<file path="config.mk">
export PLATFORM = sky130hd
export DESIGN_NAME = i2c_target_regs
export DESIGN_NICKNAME = d
export VERILOG_FILES = /design/src/rtl/i2c_target_regs_pkg.sv /design/src/rtl/i2c_target_regs_bus_sync.sv /design/src/rtl/i2c_target_regs.sv
export SDC_FILE = /design/constraint.sdc
export NUM_CORES = 1
export LEC_CHECK = 0
export CORE_AREA = 2 2 185 187
export DETAILED_ROUTE_END_ITERATION = 6
export DIE_AREA = 0 0 187 189
export GPL_ROUTABILITY_DRIVEN = 0
export HOLD_SLACK_MARGIN = 0.06
export PLACE_DENSITY_LB_ADDON = 0.15
export SYNTH_ARGS = -nofsm -noshare
export SYNTH_HDL_FRONTEND = slang
export SYNTH_SLANG_ARGS = --single-unit
export TNS_END_PERCENT = 30
</file>
<file path="constraint.sdc">
create_clock -name system_clock -period 7 [get_ports system_clock]
set_input_delay 1.05 -clock system_clock [delete_from_list [all_inputs] [get_ports system_clock]]
set_output_delay 1.05 -clock system_clock [all_outputs]
set_load 0.03 [all_outputs]
</file>
<file path="src/rtl/i2c_target_regs_pkg.sv">
// Shared types and constants for the I2C register-file target.
// Holds the FSM state type and the address-match helper.
package i2c_target_pkg;

   typedef enum logic [3:0] {
      ST_IDLE,
      ST_ADDR,
      ST_ADDR_ACK,
      ST_PTR,
      ST_PTR_ACK,
      ST_WDATA,
      ST_WDATA_ACK,
      ST_RDATA,
      ST_RACK,
      ST_IGNORE
   } state_e;

   localparam int         BITS_PER_BYTE     = 8;
   localparam int         ACK_BIT_IDX       = 8;
   localparam logic [6:0] GENERAL_CALL_ADDR = 7'h00;
   localparam logic       RW_WRITE          = 1'b0;
   localparam logic       RW_READ           = 1'b1;

   // The general-call address is never claimed, even if it were configured as our own.
   function automatic logic is_own_addr(input logic [6:0] addr, input logic [6:0] own);
      return (addr == own) && (addr != GENERAL_CALL_ADDR);
   endfunction

endpackage

</file>
<file path="src/rtl/i2c_target_regs_bus_sync.sv">
// Synchronizes SCL/SDA into the system clock domain and derives bus edges
// plus START/STOP conditions from the synchronized values.
module i2c_bus_sync #(
   parameter int SYNC_STAGES = 2
) (
   input  logic system_clock,
   input  logic reset_n,
   input  logic scl_i,
   input  logic sda_i,
   output logic scl_rise,
   output logic scl_fall,
   output logic start_det,
   output logic stop_det,
   output logic sda_s
);

   logic [SYNC_STAGES-1:0] scl_sync_q;
   logic [SYNC_STAGES-1:0] sda_sync_q;
   logic                   scl_prev_q;
   logic                   sda_prev_q;
   logic                   scl_now_s;
   logic                   sda_now_s;

   // Idle bus reads high, so the chain resets to 1 to avoid phantom edges.
   always_ff @(posedge system_clock or negedge reset_n) begin
      if (!reset_n) begin
         scl_sync_q <= '1;
         sda_sync_q <= '1;
         scl_prev_q <= 1'b1;
         sda_prev_q <= 1'b1;
      end else begin
         scl_sync_q[0] <= scl_i;
         sda_sync_q[0] <= sda_i;
         for (int i = 1; i < SYNC_STAGES; i++) begin
            scl_sync_q[i] <= scl_sync_q[i-1];
            sda_sync_q[i] <= sda_sync_q[i-1];
         end
         scl_prev_q <= scl_now_s;
         sda_prev_q <= sda_now_s;
      end
   end

   assign scl_now_s = scl_sync_q[SYNC_STAGES-1];
   assign sda_now_s = sda_sync_q[SYNC_STAGES-1];
   assign sda_s     = sda_now_s;
   assign scl_rise  = scl_now_s & ~scl_prev_q;
   assign scl_fall  = ~scl_now_s & scl_prev_q;
   assign start_det = scl_now_s & scl_prev_q & sda_prev_q & ~sda_now_s;
   assign stop_det  = scl_now_s & scl_prev_q & ~sda_prev_q & sda_now_s;

endmodule

</file>
<file path="src/rtl/i2c_target_regs.sv">
// I2C target with a byte register file and auto-incrementing pointer.
// SDA is open-drain and only ever changes a fixed hold time after SCL falls.
module i2c_target_regs
   import i2c_target_pkg::*;
#(
   parameter logic [6:0] TARGET_ADDR = 7'h50,
   parameter int         NUM_REGS    = 16,
   parameter int         HOLD_CYC    = 2,
   parameter int         SYNC_STAGES = 2
) (
   input  logic                        system_clock,
   input  logic                        reset_n,
   input  logic                        scl_i,
   input  logic                        sda_i,
   output logic                        sda_oe,
   output logic                        wr_valid,
   output logic [$clog2(NUM_REGS)-1:0] wr_addr,
   output logic [7:0]                  wr_data,
   output logic                        busy
);

   localparam int PW = $clog2(NUM_REGS);
   localparam int HW = $clog2(HOLD_CYC + 2);

   logic scl_rise;
   logic scl_fall;
   logic start_det;
   logic stop_det;
   logic sda_s;

   i2c_bus_sync #(
      .SYNC_STAGES(SYNC_STAGES)
   ) u_sync (
      .system_clock(system_clock),
      .reset_n     (reset_n),
      .scl_i       (scl_i),
      .sda_i       (sda_i),
      .scl_rise    (scl_rise),
      .scl_fall    (scl_fall),
      .start_det   (start_det),
      .stop_det    (stop_det),
      .sda_s       (sda_s)
   );

   state_e          state_q;
   logic [3:0]      bit_cnt_q;
   logic [7:0]      shift_q;
   logic            rw_q;
   logic [PW-1:0]   ptr_q;
   logic [7:0]      regs_q [NUM_REGS];
   logic            oe_pend_q;
   logic [HW-1:0]   hold_cnt_q;
   logic            sda_oe_q;
   logic            wr_valid_q;
   logic [PW-1:0]   wr_addr_q;
   logic [7:0]      wr_data_q;
   logic            busy_q;

   logic [7:0]      rx_byte_s;
   logic [PW-1:0]   ptr_inc_s;
   logic            last_bit_s;
   logic            oe_d;

   // SDA level wanted for the bit that begins at the next SCL low phase.
   always_comb begin
      rx_byte_s  = {shift_q[6:0], sda_s};
      ptr_inc_s  = ptr_q + PW'(1);
      last_bit_s = (bit_cnt_q == 4'(BITS_PER_BYTE - 1));
      oe_d       = 1'b0;
      case (state_q)
         ST_ADDR_ACK, ST_PTR_ACK, ST_WDATA_ACK: oe_d = 1'b1;
         ST_RDATA:                              oe_d = ~shift_q[7];
         default:                               oe_d = 1'b0;
      endcase
   end

   // Protocol FSM, register file, pointer and delayed SDA driver.
   always_ff @(posedge system_clock or negedge reset_n) begin
      if (!reset_n) begin
         state_q    <= ST_IDLE;
         bit_cnt_q  <= 4'd0;
         shift_q    <= 8'h00;
         rw_q       <= RW_WRITE;
         ptr_q      <= '0;
         oe_pend_q  <= 1'b0;
         hold_cnt_q <= '0;
         sda_oe_q   <= 1'b0;
         wr_valid_q <= 1'b0;
         wr_addr_q  <= '0;
         wr_data_q  <= 8'h00;
         busy_q     <= 1'b0;
         for (int i = 0; i < NUM_REGS; i++) begin
            regs_q[i] <= 8'h00;
         end
      end else begin
         wr_valid_q <= 1'b0;
         if (start_det) begin
            state_q    <= ST_ADDR;
            bit_cnt_q  <= 4'd0;
            busy_q     <= 1'b1;
            sda_oe_q   <= 1'b0;
            oe_pend_q  <= 1'b0;
            hold_cnt_q <= '0;
         end else if (stop_det) begin
            state_q    <= ST_IDLE;
            bit_cnt_q  <= 4'd0;
            busy_q     <= 1'b0;
            sda_oe_q   <= 1'b0;
            oe_pend_q  <= 1'b0;
            hold_cnt_q <= '0;
         end else begin
            if (scl_rise) begin
               case (state_q)
                  ST_ADDR: begin
                     shift_q <= rx_byte_s;
                     if (last_bit_s) begin
                        bit_cnt_q <= 4'(ACK_BIT_IDX);
                        rw_q      <= rx_byte_s[0];
                        state_q   <= is_own_addr(rx_byte_s[7:1], TARGET_ADDR) ? ST_ADDR_ACK : ST_IGNORE;
                     end else begin
                        bit_cnt_q <= bit_cnt_q + 4'd1;
                     end
                  end
                  ST_ADDR_ACK: begin
                     bit_cnt_q <= 4'd0;
                     if (rw_q == RW_READ) begin
                        shift_q <= regs_q[ptr_q];
                        state_q <= ST_RDATA;
                     end else begin
                        state_q <= ST_PTR;
                     end
                  end
                  ST_PTR: begin
                     shift_q <= rx_byte_s;
                     if (last_bit_s) begin
                        bit_cnt_q <= 4'(ACK_BIT_IDX);
                        ptr_q     <= rx_byte_s[PW-1:0];
                        state_q   <= ST_PTR_ACK;
                     end else begin
                        bit_cnt_q <= bit_cnt_q + 4'd1;
                     end
                  end
                  ST_PTR_ACK, ST_WDATA_ACK: begin
                     bit_cnt_q <= 4'd0;
                     state_q   <= ST_WDATA;
                  end
                  ST_WDATA: begin
                     shift_q <= rx_byte_s;
                     if (last_bit_s) begin
                        bit_cnt_q     <= 4'(ACK_BIT_IDX);
                        regs_q[ptr_q] <= rx_byte_s;
                        wr_valid_q    <= 1'b1;
                        wr_addr_q     <= ptr_q;
                        wr_data_q     <= rx_byte_s;
                        ptr_q         <= ptr_inc_s;
                        state_q       <= ST_WDATA_ACK;
                     end else begin
                        bit_cnt_q <= bit_cnt_q + 4'd1;
                     end
                  end
                  ST_RDATA: begin
                     shift_q <= {shift_q[6:0], 1'b0};
                     if (last_bit_s) begin
                        bit_cnt_q <= 4'(ACK_BIT_IDX);
                        state_q   <= ST_RACK;
                     end else begin
                        bit_cnt_q <= bit_cnt_q + 4'd1;
                     end
                  end
                  ST_RACK: begin
                     bit_cnt_q <= 4'd0;
                     ptr_q     <= ptr_inc_s;
                     if (!sda_s) begin
                        shift_q <= regs_q[ptr_inc_s];
                        state_q <= ST_RDATA;
                     end else begin
                        state_q <= ST_IGNORE;
                     end
                  end
                  default: begin
                     state_q <= state_q;
                  end
               endcase
            end
            // The new SDA level is applied only after the hold delay, so it never moves while SCL is high.
            if (scl_fall) begin
               if (HOLD_CYC == 0) begin
                  sda_oe_q <= oe_d;
               end else begin
                  oe_pend_q  <= oe_d;
                  hold_cnt_q <= HW'(HOLD_CYC);
               end
            end else if (hold_cnt_q != '0) begin
               hold_cnt_q <= hold_cnt_q - HW'(1);
               if (hold_cnt_q == HW'(1)) begin
                  sda_oe_q <= oe_pend_q;
               end
            end
         end
      end
   end

   assign sda_oe   = sda_oe_q;
   assign wr_valid = wr_valid_q;
   assign wr_addr  = wr_addr_q;
   assign wr_data  = wr_data_q;
   assign busy     = busy_q;

endmodule

</file>
==> results.md, run 1 <==
* Outcome: complete, no violations
* Fin cells at 1149
* Max-cap violations at 0
* Hold WC Path Type: flip-flop to flip-flop
* Syn Area/Cell at 13.6 um2
* Cells on worst reg2reg path at 9
* Vias post-DR at 6073
* Hold path cells at 0
* HPWL Detailed at between 15 and 20 mm
* # placed instances at 1117
* Clk sinks at between 150 and 200
* Sw frac at between 20% and 30%
* Fin crit share at 53.0%
* Worst Skew at roughly 0.011 ns
* Clock Latency Late Sink at 0.44 ns
* Mapped cell area at roughly 9500 um2
* Critical-path top delay cell: ha_2
* Pint at about 1.6 mW
* #FFs+latches synth at 173
* Setup crit end kind: flip-flop
* Final Util at 32.0%
* Comb power frac at roughly 5.8%
* DRC Markers at 0
* Crit start category: flip-flop
* Gate Count Post-Synth at roughly 700
* Hold Violations, Final at 0
* Initial antenna violation count at 0
* Setup TNS at 0 ns
* Crit-path cells: buf_4, inv_1, ha_2, buf_4, mux4_2, mux2i_1, nor3_1, a2111oi_2, a31oi_1
* WP buf/inv at 3
* Delay-heaviest family, CP: buffers and inverters
* Top FF cell, synth: dfrtp_1
* First-pass GRT wire length at 40.3 mm
* Antenna Cells at 0
* Global-route usage over all layers at between 15 and 20%
* CTS Root Buffer Type: clkbuf_16
* Core area at approximately 33000 um2
* Sequential share of the synthesized area at about 46%
* Post-cts gate resize count at 0
* CP most frequent cell: buf_4
* Crit Path Class: flip-flop to flip-flop
* Maximum number of pins on one net before global-route repair at between 100 and 150
* WL per Instance at 22.3 um
* Sequential share of power at about half
* Starting density of the core at roughly 29%
* Syn_nets at around 710
* Worst path max stage delay at about 0.86 ns
* Post-Route WL at between 20 and 30 mm
* Most frequent cells in the layout: 165 x dfrtp_1, 116 x mux2_2, 64 x mux4_2, 34 x mux2_1, 28 x nand2_1
* Relative slew slack at around a quarter
* Crit path depth at 9
* GRT Residual Overflow at 0
* Die Y-Extent at approximately 190 um
* Fraction of registers with async set or reset after synthesis at 100%
* Fraction of layout cells with a size suffix above 1 at 36.9%
* Nets at around 700
* Commonest non-fill, non-tap cell in the layout: dfrtp_1
* Post-synthesis cell type count at between 60 and 70
* Clock buffer depth at 2
* EDFF count, synth at 0
* Vias in the first global route at ~6500
* First DRT Iteration DRCs at about 270
* Post-DRT Antenna Nets at 0
* Maximum vdd drop at 0.000163 V
* Final Setup Violations at 0
* Tmin final at approximately 3.7 ns
* PortBufs at 18
* Slew Viols, Final at 0
* Pre-antenna DRT Iters at 5
* Clock power frac at 43.6%
* Crit Path Max Fanout at 38
* RSZ-0062 raised after global routing: false
* Area Overhead vs Synth at 11.8%
* Req. time, crit path at 7.28 ns
* CTS Hold Bufs at 0
* Power Density at between 200 and 250 nW/um2
* Clock slew at reported path FFs at ~0.070 ns
* Avg Vias per Cell at roughly 5.3
* I/O pins at 19
* FP Rows at 67
* Post-CTS setup-driven buffer insertion count at 0
* Max Clk Rate at ~270 MHz
* CTS tree: yes
* Ys Warns at 0
* Crit path DAT at approximately 4.0 ns
* H-tree depth at 4
* Sw Pwr at around 620 uW
* Die width at 187 um
* CTS Buf Count at 17
* Die ar. at roughly 35000 um2
* Leak at 4.72 nW
* Worst Max-Slew Pin Slew at 1.14 ns
power by group through the flow:
stage | sequential (mW) | clock [mW] | combinational (mW)
after floorplan | 1.06 | 0 | 0.146
after global placement | 1.15 | 0 | 0.126
after detailed placement | 1.16 | 0 | 0.132
after CTS | 1.14 | 1.01 | 0.132
after global routing | 1.15 | 1.05 | 0.149
final | 1.14 | 0.980 | 0.130
final timing paths:
kind / from / slack (ns) / endpoint
worst max-delay path: ptr_q[1] / 3.29 / shift_q[4]
worst min-delay path: u_sync.scl_sync_q[0] / 0.36 / u_sync.scl_sync_q[1]
worst max register to register: ptr_q[1] / 3.29 / shift_q[4]
worst min register to register: u_sync.scl_sync_q[0] / 0.36 / u_sync.scl_sync_q[1]
max in group asynchronous: reset_n / 4.76 / regs_q[54]
min in group asynchronous: reset_n / 0.77 / bit_cnt_q[3]
layer usage:
layer / routed length [um] / track usage, % / vias up
met5: 0 / 0 / -
met4: 442 / 4.43 / 0
met3: 957 / 3.45 / 26
met2: 12400 / 25.0 / 115
met1: 11800 / 19.9 / 3277
li1: - / - / 2655
cell families (layout without fill, tap and decap cells):
group	Yosys count	count (layout)	share of synthesized area, %
adder cells (fa/ha/maj)	7	7	0.921
XOR/XNOR	7	7	0.724
flip-flops	173	173	45.6
buffers and inverters	65	65	3.39
multiplexers	225	225	34.1
AND/OR/NAND/NOR	150	150	9.75
AO/OA/AOI/OAI	74	74	5.54
synth_stat cells (all sizes together) (6+ instances only):
cell	instances	share of area, %
ha	7	0.92
nand3	21	1.6
nor3	10	0.53
nor2b	7	0.46
a21oi	17	0.97
inv	6	0.24
dfstp	6	1.7
dfrtp	167	44
nor2	31	2.0
buf	35	2.2
a31oi	11	0.72
nand2	28	1.1
o21ai	13	0.68
mux2i	11	1.2
mux2	150	18
nand4	26	1.7
mux4	64	15
clkbuf	24	0.95
worst register-to-register path, stage by stage (launching register included):
cell       delay, ns
dfrtp_2         0.34
buf_4           0.52
inv_1           0.16
ha_2            0.86
buf_4           0.44
mux4_2          0.56
mux2i_1         0.14
nor3_1          0.07
a2111oi_2       0.35
a31oi_1         0.12
flip-flops by register name, indices dropped and copies added, names as in the netlist, 2 cells and up:
register           cells
bit_cnt_q              4
hold_cnt_q             2
ptr_q                  4
regs_q               128
shift_q                8
state_q                4
u_sync.scl_sync_q      2
u_sync.sda_sync_q      2
wr_addr                4
wr_data                8
area by class of cell:
type                    count  area (um2)
clock buffers              19         443
clock inverters            13         156
fillers                  3311       22600
inverters                   6        22.5
multi-input cells         463        4860
flip-flops and latches    173        4340
well taps                 448         561
repair buffers             27         249
metrics by stage:
step	cell area (um2)	hold slack, ns	power (mW)	setup slack, ns
after global placement	10000	0.350	1.28	3.27
after floorplan	9510	0.345	1.21	3.96
after detailed placement	10000	0.347	1.29	3.22
after CTS	10600	0.357	2.28	3.20
final	10600	0.356	2.25	3.29
after global routing	10600	0.364	2.35	2.96
No activity file was read; power rests on OpenSTA's default activity.
==> run 2, diff against run 1 <==
- clock period: 7 -> 3.5 ns (I/O delays scaled with it)
==> results.md, run 2 (synthesis results as in run 1) <==
* Maximum number of pins on one net before global-route repair at 79 (-26%)
* Antenna Cells at 0 (unchanged)
* Clock buffer depth at 2 (unchanged)
* Die Y-Extent at 189 um (unchanged)
* RSZ-0062 raised after global routing: false
* Crit Path Max Fanout at 25 (-34%)
* Delay-heaviest family, CP: XOR/XNOR gates
* CTS Root Buffer Type: clkbuf_16
* Commonest non-fill, non-tap cell in the layout: dfrtp_1
* Vias in the first global route at 6697 (+3.5%)
* Worst hold slack at 0.0471 ns (-0.309 ns)
* Leak at 4.84 nW (+2.5%)
* Post-DRT Antenna Nets at 0 (unchanged)
* Power Density at 412 nW/um2 (+95%)
* Clk sinks at 173 (unchanged)
* Total power draw at 4.46 mW (+98%)
* Hold WC Path Type: primary input to asynchronous set/reset pin
* Crit start category: flip-flop
* I/O pins at 19 (unchanged)
* Outcome: complete, no violations
* Maximum vdd drop at 0.000324 V (+98%)
* Critical-path top delay cell: xnor2_4
* Nets at 722 (+3.3%)
* Fraction of layout cells with a size suffix above 1 at 39.1% (+2.1 points)
* Core area at 33300 um2 (unchanged)
* Tmin final at 3.03 ns (-0.677 ns)
* Worst Skew at 0.00829 ns (-0.00245 ns)
* Setup crit end kind: flip-flop
* Area Overhead vs Synth at 13.8%
* Most frequent cells in the layout: 165 x dfrtp_1, 116 x mux2_2, 64 x mux4_2, 34 x mux2_1, 30 x buf_4
* First-pass GRT wire length at 42.3 mm (+5.0%)
* Worst path max stage delay at 0.93 ns (+0.07 ns)
* Crit path DAT at 3.32 ns (-0.67 ns)
* Final Setup Violations at 0 (unchanged)
* FP Rows at 67 (unchanged)
* DRC Markers at 0 (unchanged)
* PortBufs at 18 (unchanged)
* Post-Route WL at 27.1 mm (+6.0%)
* Clock slew at reported path FFs at 0.07 ns (about the same)
* Relative slew slack at 21.3% (-3.0 points)
* Post-cts gate resize count at 0 (unchanged)
* WL per Instance at 23.1 um (+3.9%)
* Setup TNS at 0 ns (unchanged)
* Slew Viols, Final at 0 (unchanged)
* CTS Hold Bufs at 0 (unchanged)
* H-tree depth at 4 (unchanged)
* Die ar. at 35300 um2 (unchanged)
* Clock Latency Late Sink at 0.45 ns (about the same)
* GRT Residual Overflow at 0 (unchanged)
* Pre-antenna DRT Iters at 5 (unchanged)
* WP buf/inv at 0 (-3)
* Die width at 187 um (unchanged)
* CTS Buf Count at 17 (unchanged)
* Worst Max-Slew Pin Slew at 1.18 ns (+0.0447 ns)
* Avg Vias per Cell at 5.31 (+0.39%)
* Crit-path cells: ha_1, xnor2_4, mux2i_1, nor3_1, a2111oi_2, a31oi_1
* Starting density of the core at 28.6% (unchanged)
* Global-route usage over all layers at 16.1% (+0.92 points)
* Initial antenna violation count at 0 (unchanged)
* Fin crit share at 86.7% (+34 points)
* Final worst slack at 0.466 ns (-2.82 ns)
* Max reg flops at 128 (unchanged)
* Max-cap violations at 0 (unchanged)
* Hold Violations, Final at 0 (unchanged)
* Vias post-DR at 6219 (+2.4%)
* HPWL Detailed at 18.0 mm (+9.6%)
* Crit Path Class: flip-flop to flip-flop
* Dpl ws at 0.530 ns (-2.69 ns)
* CTS tree: yes
* Max Clk Rate at 330 MHz (+22%)
* Reg with most FFs: regs_q
* Req. time, crit path at 3.78 ns (-3.50 ns)
* First DRT Iteration DRCs at 312 (+14%)
* Post-CTS setup-driven buffer insertion count at 0 (unchanged)
## run 2: cell count changes in the layout (fill, tap and decap cells not counted)
cell | before | now
inv_6 | 4 | 3
clkinv_8 | 0 | 3
clkinv_2 | 1 | 0
clkbuf_1 | 1 | 0
buf_4 | 9 | 30
clkbuf_8 | 1 | 0
inv_8 | 2 | 5
bufinv_16 | 2 | 0
buf_12 | 0 | 2
## run 2: layout make-up
class	count	area (um2)
Clock buffer	17	425
Timing Repair Buffer	50	447
Sequential cell	173	4340
Inverter	6	22.5
Clock inverter	15	165
Tap cell	448	561
Multi-Input combinational cell	463	4860
Fill cell	3266	22500
## run 2: report_power, final
group	switching (mW)	total [mW]	internal, mW
sequential	0.195	2.24	2.05
combinational	0.182	0.307	0.125
clock	0.949	1.91	0.959
total	1.33	4.46	3.13
## run 2: final timing paths
path | cells after the start | slack (ns) | start | to
worst max-delay path | 6 | 0.47 | ptr_q[0] | shift_q[7]
worst min-delay path | 1 | 0.05 | reset_n | regs_q[88]
worst max register to register | 6 | 0.47 | ptr_q[0] | shift_q[7]
worst min register to register | 0 | 0.36 | u_sync.sda_sync_q[0] | u_sync.sda_sync_q[1]
max in group asynchronous | 2 | 2.45 | reset_n | regs_q[23]
min in group system_clock | 0 | 0.36 | u_sync.sda_sync_q[0] | u_sync.sda_sync_q[1]
## run 2: metrics by stage
step / cells / cell area (um2) / util [%]
floorplan: 701 / 9510 / -
global placement: 1140 / 10200 / 30.7
detailed placement: 1140 / 10200 / 30.7
CTS: 1172 / 10800 / 32.5
global route: 1172 / 10800 / 32.5
finish: 1172 / 10800 / 32.5
## run 2: metal layers
layer / global-route usage [%] / vias up / share of wire, %
li1: - / 2699 / -
met1: 21.0 / 3335 / 45
met2: 26.8 / 151 / 49
met3: 2.98 / 34 / 3.9
met4: 5.46 / 0 / 2.0
met5: 0 / - / 0
==> run 3, diff against run 2 <==
- CORE_AREA: 2 2 185 187 -> 4 4 187 189
- DIE_AREA: 0 0 187 189 -> 0 0 191 193
==> results.md, run 3 (synthesis results as in run 1) <==
* Vias post-DR at 6188 (-0.50%)
* Global-route usage over all layers at 15.0% (-1.1 points)
* Total power draw at 4.62 mW (+3.7%)
* Pint at 3.35 mW (+6.9%)
* Crit Path Class: flip-flop to flip-flop
* Reg with most FFs: regs_q
* Critical-path top delay cell: xnor2_4
* Crit path DAT at 3.15 ns (-0.17 ns)
* R2R setup slack at 0.67 ns (+0.20 ns)
* Sw frac at 27.5% (-2.2 points)
* CTS tree: yes
* Vias in the first global route at 6497 (-3.0%)
* Relative slew slack at 33.6% (+12 points)
* Nets at 722 (unchanged)
* Antenna Cells at 0 (unchanged)
* DRC Markers at 0 (unchanged)
* Sequential share of power at 49.1% (-1.2 points)
* Post-cts gate resize count at 0 (unchanged)
* Post-CTS setup-driven buffer insertion count at 0 (unchanged)
* Dpl ws at 0.644 ns (+0.114 ns)
* Commonest non-fill, non-tap cell in the layout: dfrtp_1
* Die width at 191 um (+2.1%)
* Crit-path cells: ha_1, xnor2_4, buf_4, mux4_2, a22oi_1, a31oi_1, o32a_1
* PortBufs at 18 (unchanged)
* Clock slew at reported path FFs at 0.08 ns (about the same)
* Clock power frac at 45.1% (+2.3 points)
* Pre-antenna DRT Iters at 5 (unchanged)
* Maximum vdd drop at 0.000361 V (+11%)
* Avg Vias per Cell at 5.28 (-0.50%)
* Max reg flops at 128 (unchanged)
* Worst reg2reg endpoint: shift_q[0]
* Most frequent cells in the layout: 165 x dfrtp_1, 116 x mux2_2, 64 x mux4_2, 34 x mux2_1, 30 x buf_4
* Fraction of layout cells with a size suffix above 1 at 39.0% (-0.14 points)
* Final Util at 32.7% (+0.13 points)
* FP Rows at 67 (unchanged)
* Maximum number of pins on one net before global-route repair at 81 (+2.5%)
* Slew Viols, Final at 0 (unchanged)
* Post-Route WL at 26.4 mm (-2.4%)
* H-tree depth at 4 (unchanged)
* GRT Residual Overflow at 0 (unchanged)
* Hold Violations, Final at 0 (unchanged)
* Final worst slack at 0.668 ns (+0.202 ns)
* Initial antenna violation count at 0 (unchanged)
* CTS Root Buffer Type: clkbuf_16
* Crit start category: flip-flop
* Placed Area at 10200 um2 (unchanged)
* First-pass GRT wire length at 41.5 mm (-1.9%)
* I/O pins at 19 (unchanged)
* Hold WC Path Type: primary input to asynchronous set/reset pin
* Power Density at 425 nW/um2 (+3.2%)
* Setup crit end kind: flip-flop
* First DRT Iteration DRCs at 365 (+17%)
* Final Setup Violations at 0 (unchanged)
* Comb power frac at 5.8% (-1.1 points)
* Area Overhead vs Synth at 14.3%
* Leak at 4.85 nW (+0.35%)
* RSZ-0062 raised after global routing: false
* Clk sinks at 173 (unchanged)
* Crit Path Max Fanout at 18 (-28%)
* Max Clk Rate at 353 MHz (+7.1%)
* CTS Hold Bufs at 0 (unchanged)
* Die Y-Extent at 193 um (+2.1%)
* Tmin final at 2.83 ns (-0.202 ns)
* Worst Max-Slew Pin Slew at 0.982 ns (-0.199 ns)
* Starting density of the core at 28.6% (unchanged)
* Fin area at 10900 um2 (+0.39%)
* Sw Pwr at 1.27 mW (-4.0%)
* WL per Instance at 22.6 um (-2.4%)
* Worst Skew at 0.0151 ns (+0.00682 ns)
* Clock Latency Late Sink at 0.45 ns (about the same)
* HPWL Detailed at 17.6 mm (-2.2%)
* Core area at 33300 um2 (unchanged)
* CTS Buf Count at 17 (unchanged)
* Fin crit share at 80.9% (-5.8 points)
* Outcome: complete, no violations
* R2r startpoint: ptr_q[0]
* Max-cap violations at 0 (unchanged)
* Setup TNS at 0 ns (unchanged)
* Worst path max stage delay at 0.77 ns (-0.16 ns)
* Post-DRT Antenna Nets at 0 (unchanged)
* Cells on worst reg2reg path at 7 (+1)
* Clock buffer depth at 2 (unchanged)
* Req. time, crit path at 3.82 ns (+0.04 ns)
* Die ar. at 36900 um2 (+4.3%)
-- run 3: layer usage --
layer | share of wire (%) | vias up | global-route usage [%] | wire length, um
met5 | 0 | - | 0 | 0
met4 | 1.7 | 0 | 4.17 | 450
met3 | 3.3 | 31 | 2.59 | 882
met2 | 49 | 134 | 24.9 | 13000
met1 | 46 | 3314 | 20.3 | 12100
li1 | - | 2709 | - | -
-- run 3: worst max path at each step --
stage / slack [ns] / depth (start not counted) / to / start
floorplan: 0.46 / 11 / shift_q[0] / ptr_q[0]
global placement: 0.66 / 8 / shift_q[2] / ptr_q[0]
detailed placement: 0.64 / 8 / shift_q[2] / ptr_q[0]
CTS: 0.64 / 8 / shift_q[2] / ptr_q[0]
global route: 0.55 / 6 / shift_q[7] / state_q[0]
finish: 0.67 / 7 / shift_q[0] / ptr_q[0]
-- run 3: stage by stage --
step | std cells | hold WS [ns]
final | 1172 | 0.117
after global placement | 1140 | 0.350
after detailed placement | 1140 | 0.347
after CTS | 1172 | 0.164
after floorplan | 701 | 0.229
after global routing | 1172 | 0.184
-- run 3: area by class of cell --
| cell class | count | area [um2] |
|---|---|---|
| clock buffers | 20 | 457 |
| clock inverters | 12 | 176 |
| fillers | 3262 | 22400 |
| inverters | 6 | 22.5 |
| multi-input cells | 463 | 4860 |
| flip-flops and latches | 173 | 4340 |
| well taps | 448 | 561 |
| repair buffers | 50 | 447 |
-- run 3: power groups by stage --
| stage | clock (mW) | sequential, mW | combinational [mW] |
|---|---|---|---|
| after floorplan | 0 | 2.12 | 0.292 |
| after global placement | 0 | 2.31 | 0.263 |
| after detailed placement | 0 | 2.31 | 0.271 |
| after CTS | 2.13 | 2.28 | 0.273 |
| after global routing | 2.22 | 2.29 | 0.300 |
| final | 2.09 | 2.27 | 0.267 |
-- run 3: worst max-delay path, delay by kind of cell (launching register included) --
kind                       cells  cell delay [ns]
AOI/OAI and AO/OA              3             0.59
xor gates and xnor gates       1             0.77
adders and majority gates      1             0.28
buffers and inverters          1             0.32
muxes                          1             0.32
DFF                            1             0.43
==> edit (config.mk and constraints of run 3) <==
`SYNC_STAGES` is set to 2 in 2 places; all go to 4.
--- a/src/rtl/i2c_target_regs_bus_sync.sv
+++ b/src/rtl/i2c_target_regs_bus_sync.sv
@@ -2,5 +2,5 @@
 // plus START/STOP conditions from the synchronized values.
 module i2c_bus_sync #(
-   parameter int SYNC_STAGES = 2
+   parameter int SYNC_STAGES = 4
 ) (
    input  logic system_clock,
--- a/src/rtl/i2c_target_regs.sv
+++ b/src/rtl/i2c_target_regs.sv
@@ -7,5 +7,5 @@
    parameter int         NUM_REGS    = 16,
    parameter int         HOLD_CYC    = 2,
-   parameter int         SYNC_STAGES = 2
+   parameter int         SYNC_STAGES = 4
 ) (
    input  logic                        system_clock,
Check against the original RTL: not equivalent (Yosys sat finds a counterexample within 4 cycles, from zero or initial values and one cycle with reset_n low).
==> edit against run 3 <==
- clock power is 9% lower
- global-route usage is 0.17 points higher
- clock skew is 0.0041 ns higher
- power is 2.0% lower
- utilization is 0.24 points higher
- design area is 0.74% higher
- worst setup slack worse by 0.12 ns
- sequential cell count is 4 higher
- non-clock buffer count is 4 lower
- wire length is 1.4% higher
- area after synthesis is 2.4% higher
- via count is 4.1% higher
- largest cell class unchanged
- largest power group unchanged
==> edit: results (changes against run 3) <==
Cells and area
  • Share of cells above drive strength 1: 38.32% (was 38.95%)
  • Cell Count, Final, Fillers Out: 1223 (was 1172)
  • Seq/total area: 40.60% (was 39.93%)
  • Clock buf/inv share: 5.269% (was 5.826%)
  • Nets: 773 (was 722)

Power
  • Comb power: 298 uW (was 267 uW)
  • Switching power total: 1336 uW (was 1272 uW)
  • Maximum VDD drop: 0.0003125 V (was 0.0003606 V)

Place
  • Detailed Place HPWL: 17740 um (was 17560 um)
  • Dpl ws: 0.6101 ns (was 0.6436 ns)

Critical path
  • Cell family with most CP delay: simple AND/OR/NAND/NOR gates (was XOR/XNOR gates)
  • Reg2reg setup slack: 0.55 ns (was 0.67 ns)
  • RR Endpoint: regs_q[122]$_DFFE_PN0P_ (was shift_q[0]$_DFFE_PN0P_)

Synthesis
  • Commonest cells in the netlist: dfrtp_1, mux2_2, nand2_1 (was dfrtp_1, mux2_2, mux4_2)
  • Register bit total from synthesis: 177 (was 173)
  • Synth Cell Area: 9738 um^2 (was 9510 um^2)
  • Avg Inst Size Synth: 12.85 um^2 (was 13.57 um^2)
  • Unique masters post-synth: 67 (was 65)

Status
  • Outcome: completed (unchanged)

STA
  • Worst Max-Slew Pin Slew: 0.9001 ns (was 0.9822 ns)
  • WHS: 0.1147 ns (was 0.1171 ns)
  • Clock skew: 0.01921 ns (was 0.01512 ns)
  • Final clock period utilization by the worst path: 84.37% (was 80.92%)

GRT
  • Vias in the first global route: 6833 (was 6497)

Routing
  • Iteration-0 DRC Markers: 419 (was 365)
edit: changes by cell type after synthesis, moves of 11 or more:
cell,before,now
nor3_1,10,21
mux4_2,64,46
nand2_1,28,62
mux2_2,116,142
nor2_1,23,35
mux2_1,34,0
edit: logic make-up after synthesis:
kind of cell	Yosys count	synth area share (%)
AO/OA/AOI/OAI	76	5.846
XOR/XNOR	8	0.8738
flip-flops	177	45.61
adder cells (fa/ha/maj)	7	0.8994
multiplexers	209	30.27
AND/OR/NAND/NOR	205	12.13
buffers and inverters	76	4.369
edit: per-layer routing:
| metal | vias up | GRT usage [%] | part of all wire [%] |
|---|---|---|---|
| met3 | 44 | 2.269 | 3.5 |
| met4 | 0 | 5.249 | 2.5 |
| li1 | 2856 | - | - |
| met5 | - | 0 | 0 |
| met1 | 3374 | 20.48 | 45 |
| met2 | 169 | 25.05 | 49 |
